**config.mk**
```make
export PLATFORM = sky130hd
export DESIGN_NAME = demux1to3_buf
export DESIGN_NICKNAME = d
export VERILOG_FILES = /design/src/rtl/demux1to3_buf.sv
export SDC_FILE = /design/constraint.sdc
export NUM_CORES = 1
export LEC_CHECK = 0
export CAP_MARGIN = 20
export CORE_ASPECT_RATIO = 0.6
export CORE_MARGIN = 5
export CORE_UTILIZATION = 30
export CTS_CLUSTER_DIAMETER = 30
export DETAILED_ROUTE_END_ITERATION = 8
export PLACE_DENSITY = 0.67
export SYNTH_ARGS = -nofsm -noshare
export SYNTH_HDL_FRONTEND = slang
export SYNTH_SLANG_ARGS = --single-unit
export TNS_END_PERCENT = 5
```
**constraint.sdc**
```tcl
create_clock -name clk -period 2.2 [get_ports clk]
set_input_delay 0.33 -clock clk [delete_from_list [all_inputs] [get_ports clk]]
set_output_delay 0.33 -clock clk [all_outputs]
set_load 0.03 [all_outputs]
```
**src/rtl/demux1to3_buf.sv**
```systemverilog
// Purpose : registered 1-to-3 demux; routes one source word to one of three
//           consumers, each behind a one-entry valid/ready holding register.
// Latency : 1 cycle from accept (in_valid && in_ready) to vld_k.
// Backpr. : in_ready drops only when the selected channel is full and its
//           consumer is not taking the word this cycle; s=3 is always accepted.
//
// Ports:
//   clk, rst_n            rising-edge clock, asynchronous active-low reset
//   d, s, in_valid        source word, destination select (3 = illegal), valid
//   in_ready              combinational accept for the presented select
//   out0..2, vld0..2      channel holding registers and their valid flags
//   rdy0..2               consumer k takes out_k this cycle
//   err_sel               one-cycle pulse after an illegal select is accepted
//   cnt0..2               delivered-word counters (zero unless the optional
//                         counter build is selected)
//
// Optional feature macro: DEMUX1TO3_CNT_EN builds per-channel delivered-word
// counters that wrap modulo 2^CNT_W. Without it cnt0..2 are constant zero.

module demux1to3_buf #(
  parameter int WIDTH = 32,
  parameter int CNT_W = 16
) (
  input  logic             clk,
  input  logic             rst_n,

  input  logic [WIDTH-1:0] d,
  input  logic [1:0]       s,
  input  logic             in_valid,
  output logic             in_ready,

  output logic [WIDTH-1:0] out0,
  output logic [WIDTH-1:0] out1,
  output logic [WIDTH-1:0] out2,
  output logic             vld0,
  output logic             vld1,
  output logic             vld2,
  input  logic             rdy0,
  input  logic             rdy1,
  input  logic             rdy2,

  output logic             err_sel,

  output logic [CNT_W-1:0] cnt0,
  output logic [CNT_W-1:0] cnt1,
  output logic [CNT_W-1:0] cnt2
);

  // --------------------------------------------------------------------------
  // State
  // --------------------------------------------------------------------------
  logic [WIDTH-1:0] out0_q, out0_d;
  logic [WIDTH-1:0] out1_q, out1_d;
  logic [WIDTH-1:0] out2_q, out2_d;
  logic [2:0]       vld_q,  vld_d;
  logic             err_q,  err_d;

  // --------------------------------------------------------------------------
  // Handshake decode
  // --------------------------------------------------------------------------
  logic [2:0] rdy_vec;   // consumer ready, bit k = channel k
  logic [2:0] drain;     // channel k delivers its word at the next edge
  logic [2:0] wr;        // channel k is loaded at the next edge
  logic       accept;
  logic       illegal_acc;

  assign rdy_vec = {rdy2, rdy1, rdy0};

  // rdy_k only means something while the channel actually holds a word.
  assign drain = vld_q & rdy_vec;

  // A full channel that is draining this cycle still has room, so the
  // ready path looks at the drain, not just the valid flag.
  always_comb begin
    in_ready = 1'b1;
    case (s)
      2'd0:    in_ready = !vld_q[0] || rdy_vec[0];
      2'd1:    in_ready = !vld_q[1] || rdy_vec[1];
      2'd2:    in_ready = !vld_q[2] || rdy_vec[2];
      default: in_ready = 1'b1;  // illegal select: swallowed, never stalls
    endcase
  end

  assign accept      = in_valid && in_ready;
  assign illegal_acc = accept && (s == 2'd3);

  assign wr = {accept && (s == 2'd2),
               accept && (s == 2'd1),
               accept && (s == 2'd0)};

  // --------------------------------------------------------------------------
  // Next state
  // --------------------------------------------------------------------------
  // A write takes priority over a drain: when both hit the same channel the
  // old word leaves this edge and the new one lands, so vld stays high.
  always_comb begin
    vld_d = vld_q;
    for (int k = 0; k < 3; k++) begin
      if (wr[k]) begin
        vld_d[k] = 1'b1;
      end else if (drain[k]) begin
        vld_d[k] = 1'b0;
      end
    end
  end

  // Data registers only move on a write, so out_k is stable while vld_k=1
  // and keeps its last word after it has been delivered.
  always_comb begin
    out0_d = wr[0] ? d : out0_q;
    out1_d = wr[1] ? d : out1_q;
    out2_d = wr[2] ? d : out2_q;
  end

  assign err_d = illegal_acc;

  always_ff @(posedge clk or negedge rst_n) begin
    if (!rst_n) begin
      out0_q <= '0;
      out1_q <= '0;
      out2_q <= '0;
      vld_q  <= '0;
      err_q  <= 1'b0;
    end else begin
      out0_q <= out0_d;
      out1_q <= out1_d;
      out2_q <= out2_d;
      vld_q  <= vld_d;
      err_q  <= err_d;
    end
  end

  // --------------------------------------------------------------------------
  // Outputs
  // --------------------------------------------------------------------------
  assign out0    = out0_q;
  assign out1    = out1_q;
  assign out2    = out2_q;
  assign vld0    = vld_q[0];
  assign vld1    = vld_q[1];
  assign vld2    = vld_q[2];
  assign err_sel = err_q;

  // --------------------------------------------------------------------------
  // Delivered-word counters
  // --------------------------------------------------------------------------
`ifdef DEMUX1TO3_CNT_EN
  logic [CNT_W-1:0] cnt0_q, cnt0_d;
  logic [CNT_W-1:0] cnt1_q, cnt1_d;
  logic [CNT_W-1:0] cnt2_q, cnt2_d;

  // Natural binary overflow gives the modulo-2^CNT_W wrap.
  always_comb begin
    cnt0_d = drain[0] ? cnt0_q + CNT_W'(1) : cnt0_q;
    cnt1_d = drain[1] ? cnt1_q + CNT_W'(1) : cnt1_q;
    cnt2_d = drain[2] ? cnt2_q + CNT_W'(1) : cnt2_q;
  end

  always_ff @(posedge clk or negedge rst_n) begin
    if (!rst_n) begin
      cnt0_q <= '0;
      cnt1_q <= '0;
      cnt2_q <= '0;
    end else begin
      cnt0_q <= cnt0_d;
      cnt1_q <= cnt1_d;
      cnt2_q <= cnt2_d;
    end
  end

  assign cnt0 = cnt0_q;
  assign cnt1 = cnt1_q;
  assign cnt2 = cnt2_q;
`else
  assign cnt0 = '0;
  assign cnt1 = '0;
  assign cnt2 = '0;
`endif

endmodule

```
Yosys cells after proc, flatten, opt, wreduce, memory -nomap -nowiden:

Index checks and enable logic that the tools add are counted.

* output and inout bits: 149
* input bits: 40
* word-level logic and storage cells: 33
* register bits: 100

* reductions and logical operators: 15
* eq/ne operators: 3
* bitwise gates (word level): 1
* muxes and demuxes: 7

Operators by type and width (number)
* $mux 1: 6
* $reduce_bool 2->1: 3
* $logic_and 1x1->1: 5
* $eq 2x2->1 const B: 2
* $and 3x3->3: 1
* $logic_not 1->1: 3
* $logic_or 1x1->1: 3
* $pmux 1 s3: 1
* $eq 2x1->1 const B: 1
* $logic_not 2->1: 1

Depth between registers and ports, before layout:

Gate-level depths: netlist of run 1.

* depth after elaboration: 6
* depth in mapped cells: 5
* depth with buffers taken out: 3

Worst setup path before layout of run 1:

OpenSTA, ideal clock, no wires.

* path type: register to output
* start: register vld_q[0]
* end: output port in_ready
* path slack: 0.475 ns
* required time: 1.870 ns
* stages on the path, launching flop included: 4
* arrival time: 1.395 ns
* buffers on the path: 0
* path through: dfrtp_1 nand2b_1 mux2i_1 o21ai_0

* word-level cells in the longest chain between the ends: 3

Ends and longest elaborated chain
* start, declared: RTL line 55 `logic [2:0] vld_q, vld_d;`
* start signal, assigned: RTL line 128 `vld_q <= vld_d;`
* $logic_not 1->1: RTL line 77 `2'd0: in_ready = !vld_q[0] || rdy_vec[0];`
* $logic_or 1x1->1: RTL line 77
* $pmux 1 s3: RTL line 76 `case (s)`
* end, declared: RTL line 30 `output logic in_ready,`

Every way passes these cells.

Final worst setup path of run 1:

* start: input port s[0]
* end: output port in_ready

* word-level cells in the longest chain between the ends: 2
* elaborated cells between the ends (all ways): 4
* classes of those cells: 2 x eq/ne; 1 x mux; 1 x reduce/logical

Ends and longest elaborated chain
* start, declared: RTL line 28 `input logic [1:0] s,`
* $eq 2x2->1 (tied with other cells): RTL line 76
* $pmux 1 s3 (*): RTL line 76

Mark *: on every way between the ends. The rest lies on a longest branch, timed or not.

==> results.cfg, run 1 <==
[status]
status = finished, final reports clean

[timing]
finalMaxSlewViolations = 0
fin_setup_tns_ns = 0
period_needed_ns = 1.796
fmax_mhz = 556.8
finalHoldViolCount = 0
finalSetupViolations = 0
period_share = 0.8163
clock-skew-final_ns = 0.008188
rsz0062_at_grt = no

[setup_path]
r2r-end = out2[23]$_DFFE_PN0P_
cp.required_ns = 1.87
cp-end-kind = primary output
critPathKind = primary input to primary output
start_kind = primary input
path_depth = 4
crit_fanout = 8
max_stage_delay_ns = 0.64
crit_end = in_ready
critical_path.n_buffers_inverters = 2
slowest_stage = clkdlybuf4s50_1
ff2ff_setup_slack_ns = 0.66
critPathLaunch = s[0]
crit_chain = clkdlybuf4s50_1 -> mux2i_1 -> o21ai_0 -> buf_4
r2r_cells = 4
critPathTopFamily = buffers and inverters
worstReg2RegStart = vld_q[2]$_DFFE_PN0P_
cp_data_arrival_time_ns = 1.47

[clock_network]
clock-sinks = 100
cts_buffers = 9
cts.clk_slew.worst_paths_ns = 0.08
hold_buffers = 1
cts_tree = built
clock_path_buffers = 2
cts_root_buf = clkbuf_16
cts-resized-gates = 0
htreeDepth = 3
cts_setup_buffers = 0
clock_latency_ns = 0.35

[logic_synthesis]
yosysWarnings = 0
synth-seq-area-share = 0.6055
synth_cell_types = 15
synth_area_per_cell_um2 = 15.19
syn_inst = 272
syn-cell-area_um2 = 4133
synth_seq_cells = 100

[finish]
layout-drive-gt1-share = 0.2746
utilization = 0.4374
syn_to_final_growth_pct = 43.78
final_cell_mix = clkdlybuf4s50_1 (138), dfrtp_1 (100), mux2_2 (87), conb_1 (48)
nets = 461
final_common_cell = clkdlybuf4s50_1
num_antenna_cells = 0

[job]
cap_violations = 0

[placed_design]
gp_congestion = 0.7522
place.detailed.hpwl_mm = 7.346
port_buffers = 140

[drt]
num_vias = 2480
maxUsedRoutingLayer = met4
drc_errors = 0
ant_nets = 0
viasPerCell = 4.126
routed-wl-met2_mm = 4.290
firstDrtPassIters = 4
wire_per_inst_um = 16.07
drtIter0Drc = 39
wl_met1_mm = 4.431
wirelength_mm = 9.656
wl_met3_um = 833

[power_and_ir_drop]
powerDensity_nw_per_um2 = 1059
p_leak_uw = 0.002540
ir_drop_uv = 423.4

[min_path]
holdCritPathClass = primary input to async pin

[floorplanning]
num_io_pins = 189
rows = 33
die_h_um = 100.9
coreArea_um2 = 13580
dieWidth_um = 161.5
die-area_um2 = 16300
start_util = 0.3042

[global_routing]
grt_max_degree = 53
grt.overflow.total = 0
grt_pass1_vias = 2740
grt_pass1_wl_mm = 15.46
grt_usage = 0.1209
antenna_found_initial = 0
## sequential cells by signal, indices dropped and copies added (netlist names)
signal   count
out0        32
out1        32
out2        32
vld_q        3
err_sel      1
## worst min path at each step
stage | startpoint | end | slack (ns) | cells past startpoint
after floorplan | rst_n | err_sel$_DFF_PN0_ | 0.03 | 0
after global placement | rst_n | out0[4]$_DFFE_PN0P_ | 0.30 | 1
after detailed placement | rst_n | out2[4]$_DFFE_PN0P_ | 0.31 | 1
after CTS | rst_n | out2[4]$_DFFE_PN0P_ | 0.49 | 2
after global routing | rst_n | out0[4]$_DFFE_PN0P_ | 0.51 | 2
final | rst_n | out2[4]$_DFFE_PN0P_ | 0.48 | 2
## logic make-up (layout without fill, tap and decap cells)
| family | count (synthesis) | in the layout | synth area share |
|---|---|---|---|
| compound gates | 3 | 3 | 0.003632 |
| buf+inv | 59 | 166 | 0.1075 |
| flops | 100 | 100 | 0.6055 |
| mux | 97 | 97 | 0.2640 |
| other cells | 1 | 48 | 0.0009074 |
| simple gates | 12 | 12 | 0.01847 |
## stage by stage
step | hold slack (ns) | setup slack (ns) | power [uW] | std cells | area [um2]
3_5_place_dp | 0.3112 | 0.2237 | 4734 | 584 | 5618
4_1_cts | 0.4863 | 0.4003 | 6395 | 601 | 5942
5_1_grt | 0.5114 | 0.3061 | 6596 | 601 | 5942
3_3_place_gp | 0.3037 | 0.2341 | 4701 | 584 | 5618
6_report | 0.4792 | 0.4040 | 6290 | 601 | 5942
2_1_floorplan | 0.03441 | 0.4751 | 3744 | 319 | 4309
## routing by layer
metal  GRT usage  up-vias
met2      0.1809       93
met4     0.03342        0
met3     0.05067        8
met1      0.1619     1240
li1            -     1139
met5           0        -
## power by group
group          internal, uW  switching, uW  total, uW
clock network           821            791       1610
logic                   991           1270       2260
registers              2210            199       2410
total                  4030           2260       6290
## synth_stat cells
library cell | n | share of area
buf_2 | 4 | 0.0048
dfrtp_1 | 100 | 0.61
buf_4 | 52 | 0.094
nand2_1 | 4 | 0.0036
and3_1 | 2 | 0.0030
nand3b_2 | 1 | 0.0027
mux2_1 | 9 | 0.025
mux2i_1 | 1 | 0.0024
nor3b_2 | 1 | 0.0030
mux2_2 | 87 | 0.24
buf_6 | 3 | 0.0082
conb_1 | 1 | 0.00091
nor2b_1 | 1 | 0.0015
o21ai_0 | 3 | 0.0036
nand2b_1 | 3 | 0.0045
## layout make-up
type / instances / area (um2)
Clock buffer: 9 / 225.2
Tap cell: 175 / 219.0
Timing Repair Buffer: 150 / 1536
Multi-Input combinational cell: 160 / 1370
Clock inverter: 7 / 88.84
Sequential cell: 100 / 2502
Fill cell: 1226 / 7642
## worst reg2reg max path, cell delays in order, from the launching register on
cell      delay (ns)
dfrtp_1         0.39
nand2b_1        0.15
nor3b_4         0.33
buf_12          0.20
mux2_2          0.36
No activity file was read; power rests on OpenSTA's default activity.
==> run 2, diff against run 1 <==
==> constraint.sdc (replaced) <==
create_clock -name clk -period 1.8 [get_ports clk]
set_input_delay 0.27 -clock clk [delete_from_list [all_inputs] [get_ports clk]]
set_output_delay 0.27 -clock clk [all_outputs]
set_load 0.03 [all_outputs]
==> run 2 against run 1 <==
  * The flow now finishes with violations (negative hold slack)
  * Count of clock-buffer cells in the layout rose by 1
  * Cell count increased by 0.17%
  * Non-clock buffer count grew 1
  * Worst setup slack got worse by 0.28 ns
  * Sequential cell count stayed put
  * Die area stayed put
  * Clock power rose by 34%
  * Design area is 0.97% higher
  * Sequential power rose by 23%
  * Core utilization is 0.42 points higher
  * Worst hold slack got worse by 0.52 ns
  * Global-route usage is 0.14 points lower
  * Critical path type is now flip-flop to primary output
  * Critical endpoint is now out1[27]
==> results.cfg, run 2 (same netlist as run 1, synthesis figures left out) <==
[drt]
drc_errors = 0
num_vias = 2525
wirelength_mm = 9.636
viasPerCell = 4.194
drtIter0Drc = 58
firstDrtPassIters = 4
wire_per_inst_um = 16.01
ant_nets = 0

[min_path]
holdCritPathClass = primary input to async pin

[floorplanning]
start_util = 0.3042
die-area_um2 = 16300
rows = 33
coreArea_um2 = 13580
die_h_um = 100.9
dieWidth_um = 161.5
num_io_pins = 189

[status]
violations = negative hold slack
status = finished, violations left

[setup_path]
start_kind = flip-flop
max_stage_delay_ns = 0.69
r2r-end = out2[0]$_DFFE_PN0P_
slowest_stage = clkdlybuf4s50_1
critical_path.n_buffers_inverters = 1
worstReg2RegStart = vld_q[2]$_DFFE_PN0P_
cp.required_ns = 1.53
r2r_cells = 4
critPathTopFamily = buffers and inverters
cp_data_arrival_time_ns = 1.40
critPathKind = flip-flop to primary output
ff2ff_setup_slack_ns = 0.30
crit_fanout = 2
cp-end-kind = primary output
crit_chain = clkdlybuf4s50_1

[job]
cap_violations = 0

[global_routing]
grt_usage = 0.1195
antenna_found_initial = 0
grt_pass1_vias = 2688
grt_max_degree = 101
grt.overflow.total = 0
grt_pass1_wl_mm = 15.26

[timing]
fmax_mhz = 598.0
whs_ns = -0.03786
finalHoldViolCount = 12
period_share = 0.9290
period_needed_ns = 1.672
clock-skew-final_ns = 0.007296
maxSlewHeadroom = 0.6395
finalSetupViolations = 0
fin_setup_tns_ns = 0
rsz0062_at_grt = no
finalMaxSlewViolations = 0
worst_pin_slew_ns = 0.5408

[finish]
syn_to_final_growth_pct = 45.17
final_common_cell = clkdlybuf4s50_1
layout-drive-gt1-share = 0.2787
utilization = 0.4417
nets = 462
final_cell_mix = clkdlybuf4s50_1 (137), dfrtp_1 (100), mux2_2 (87), conb_1 (48)
num_antenna_cells = 0

[placed_design]
port_buffers = 140
gp_congestion = 0.7338
place.detailed.hpwl_mm = 7.140

[clock_network]
cts_tree = built
clock_latency_ns = 0.34
htreeDepth = 3
cts.clk_slew.worst_paths_ns = 0.07
cts_buffers = 9
clock_path_buffers = 2
cts_root_buf = clkbuf_16
clock-sinks = 100
hold_buffers = 0

[power_and_ir_drop]
ir_drop_uv = 573.6
powerDensity_nw_per_um2 = 1313
p_leak_uw = 0.002581
-- run 2: cell types whose count changed in the layout (fill, tap and decap cells not counted) --
cell,before,now
buf_12,5,7
bufinv_16,0,2
clkbuf_8,0,1
clkdlybuf4s50_1,138,137
clkinv_8,3,0
dlygate4sd3_1,1,0
dlymetal6s2s_1,0,1
-- run 2: metal layers --
layer / vias to the layer above / track usage / share of wire
met1: 1287 / 0.1592 / 0.45
met4: 0 / 0.03145 / 0.0073
met3: 5 / 0.05190 / 0.092
li1: 1136 / - / -
met5: - / 0 / 0
met2: 97 / 0.1793 / 0.45
-- run 2: layout make-up --
type	count	area (um2)
sequential	100	2502
tap	175	219.0
clock buffer	10	239.0
timing repair buffer	151	1569
fill	1229	7585
clock inverter	6	100.1
multi-input combinational	160	1370
-- run 2: power breakdown --
part / switching (uW) / internal [uW] / leakage, uW
Sequential: 251 / 2710 / 0.00119
Combinational: 1550 / 1220 / 0.00122
Clock: 865 / 1290 / 0.000168
Total: 2670 / 5210 / 0.00258
-- run 2: how the worst max path moves through the flow --
| stage | start | endpoint | slack, ns | cells after the start |
|---|---|---|---|---|
| 6_report | out1[27]$_DFFE_PN0P_ | out1[27] | 0.13 | 1 |
| 5_1_grt | out0[1]$_DFFE_PN0P_ | out0[1] | 0.04 | 1 |
| 4_1_cts | s[0] | in_ready | 0.06 | 5 |
| 3_5_place_dp | rdy2 | out2[29]$_DFFE_PN0P_ | -0.1 | 5 |
| 3_3_place_gp | rdy2 | out2[26]$_DFFE_PN0P_ | -0.10 | 5 |
| 2_1_floorplan | vld_q[0]$_DFFE_PN0P_ | in_ready | 0.14 | 3 |
-- run 2: through the flow --
step	cells	total power [uW]	setup WS, ns	hold WS [ns]	area, um2
CTS	602	8008	0.06437	0.002099	5997
global placement	586	5750	-0.1015	0.3684	5658
floorplan	319	4576	0.1351	-0.02559	4309
detailed placement	586	5795	-0.09807	0.3770	5658
global route	602	8263	0.04163	0.004837	6000
finish	602	7877	0.1278	-0.03786	6000
-- run 2: what timing repair did --
item                                    CTS  global route
resized for setup                         0             1
hold endpoints to repair                  0             0
endpoints found under the setup margin    0             1
buffers inserted                          0             0
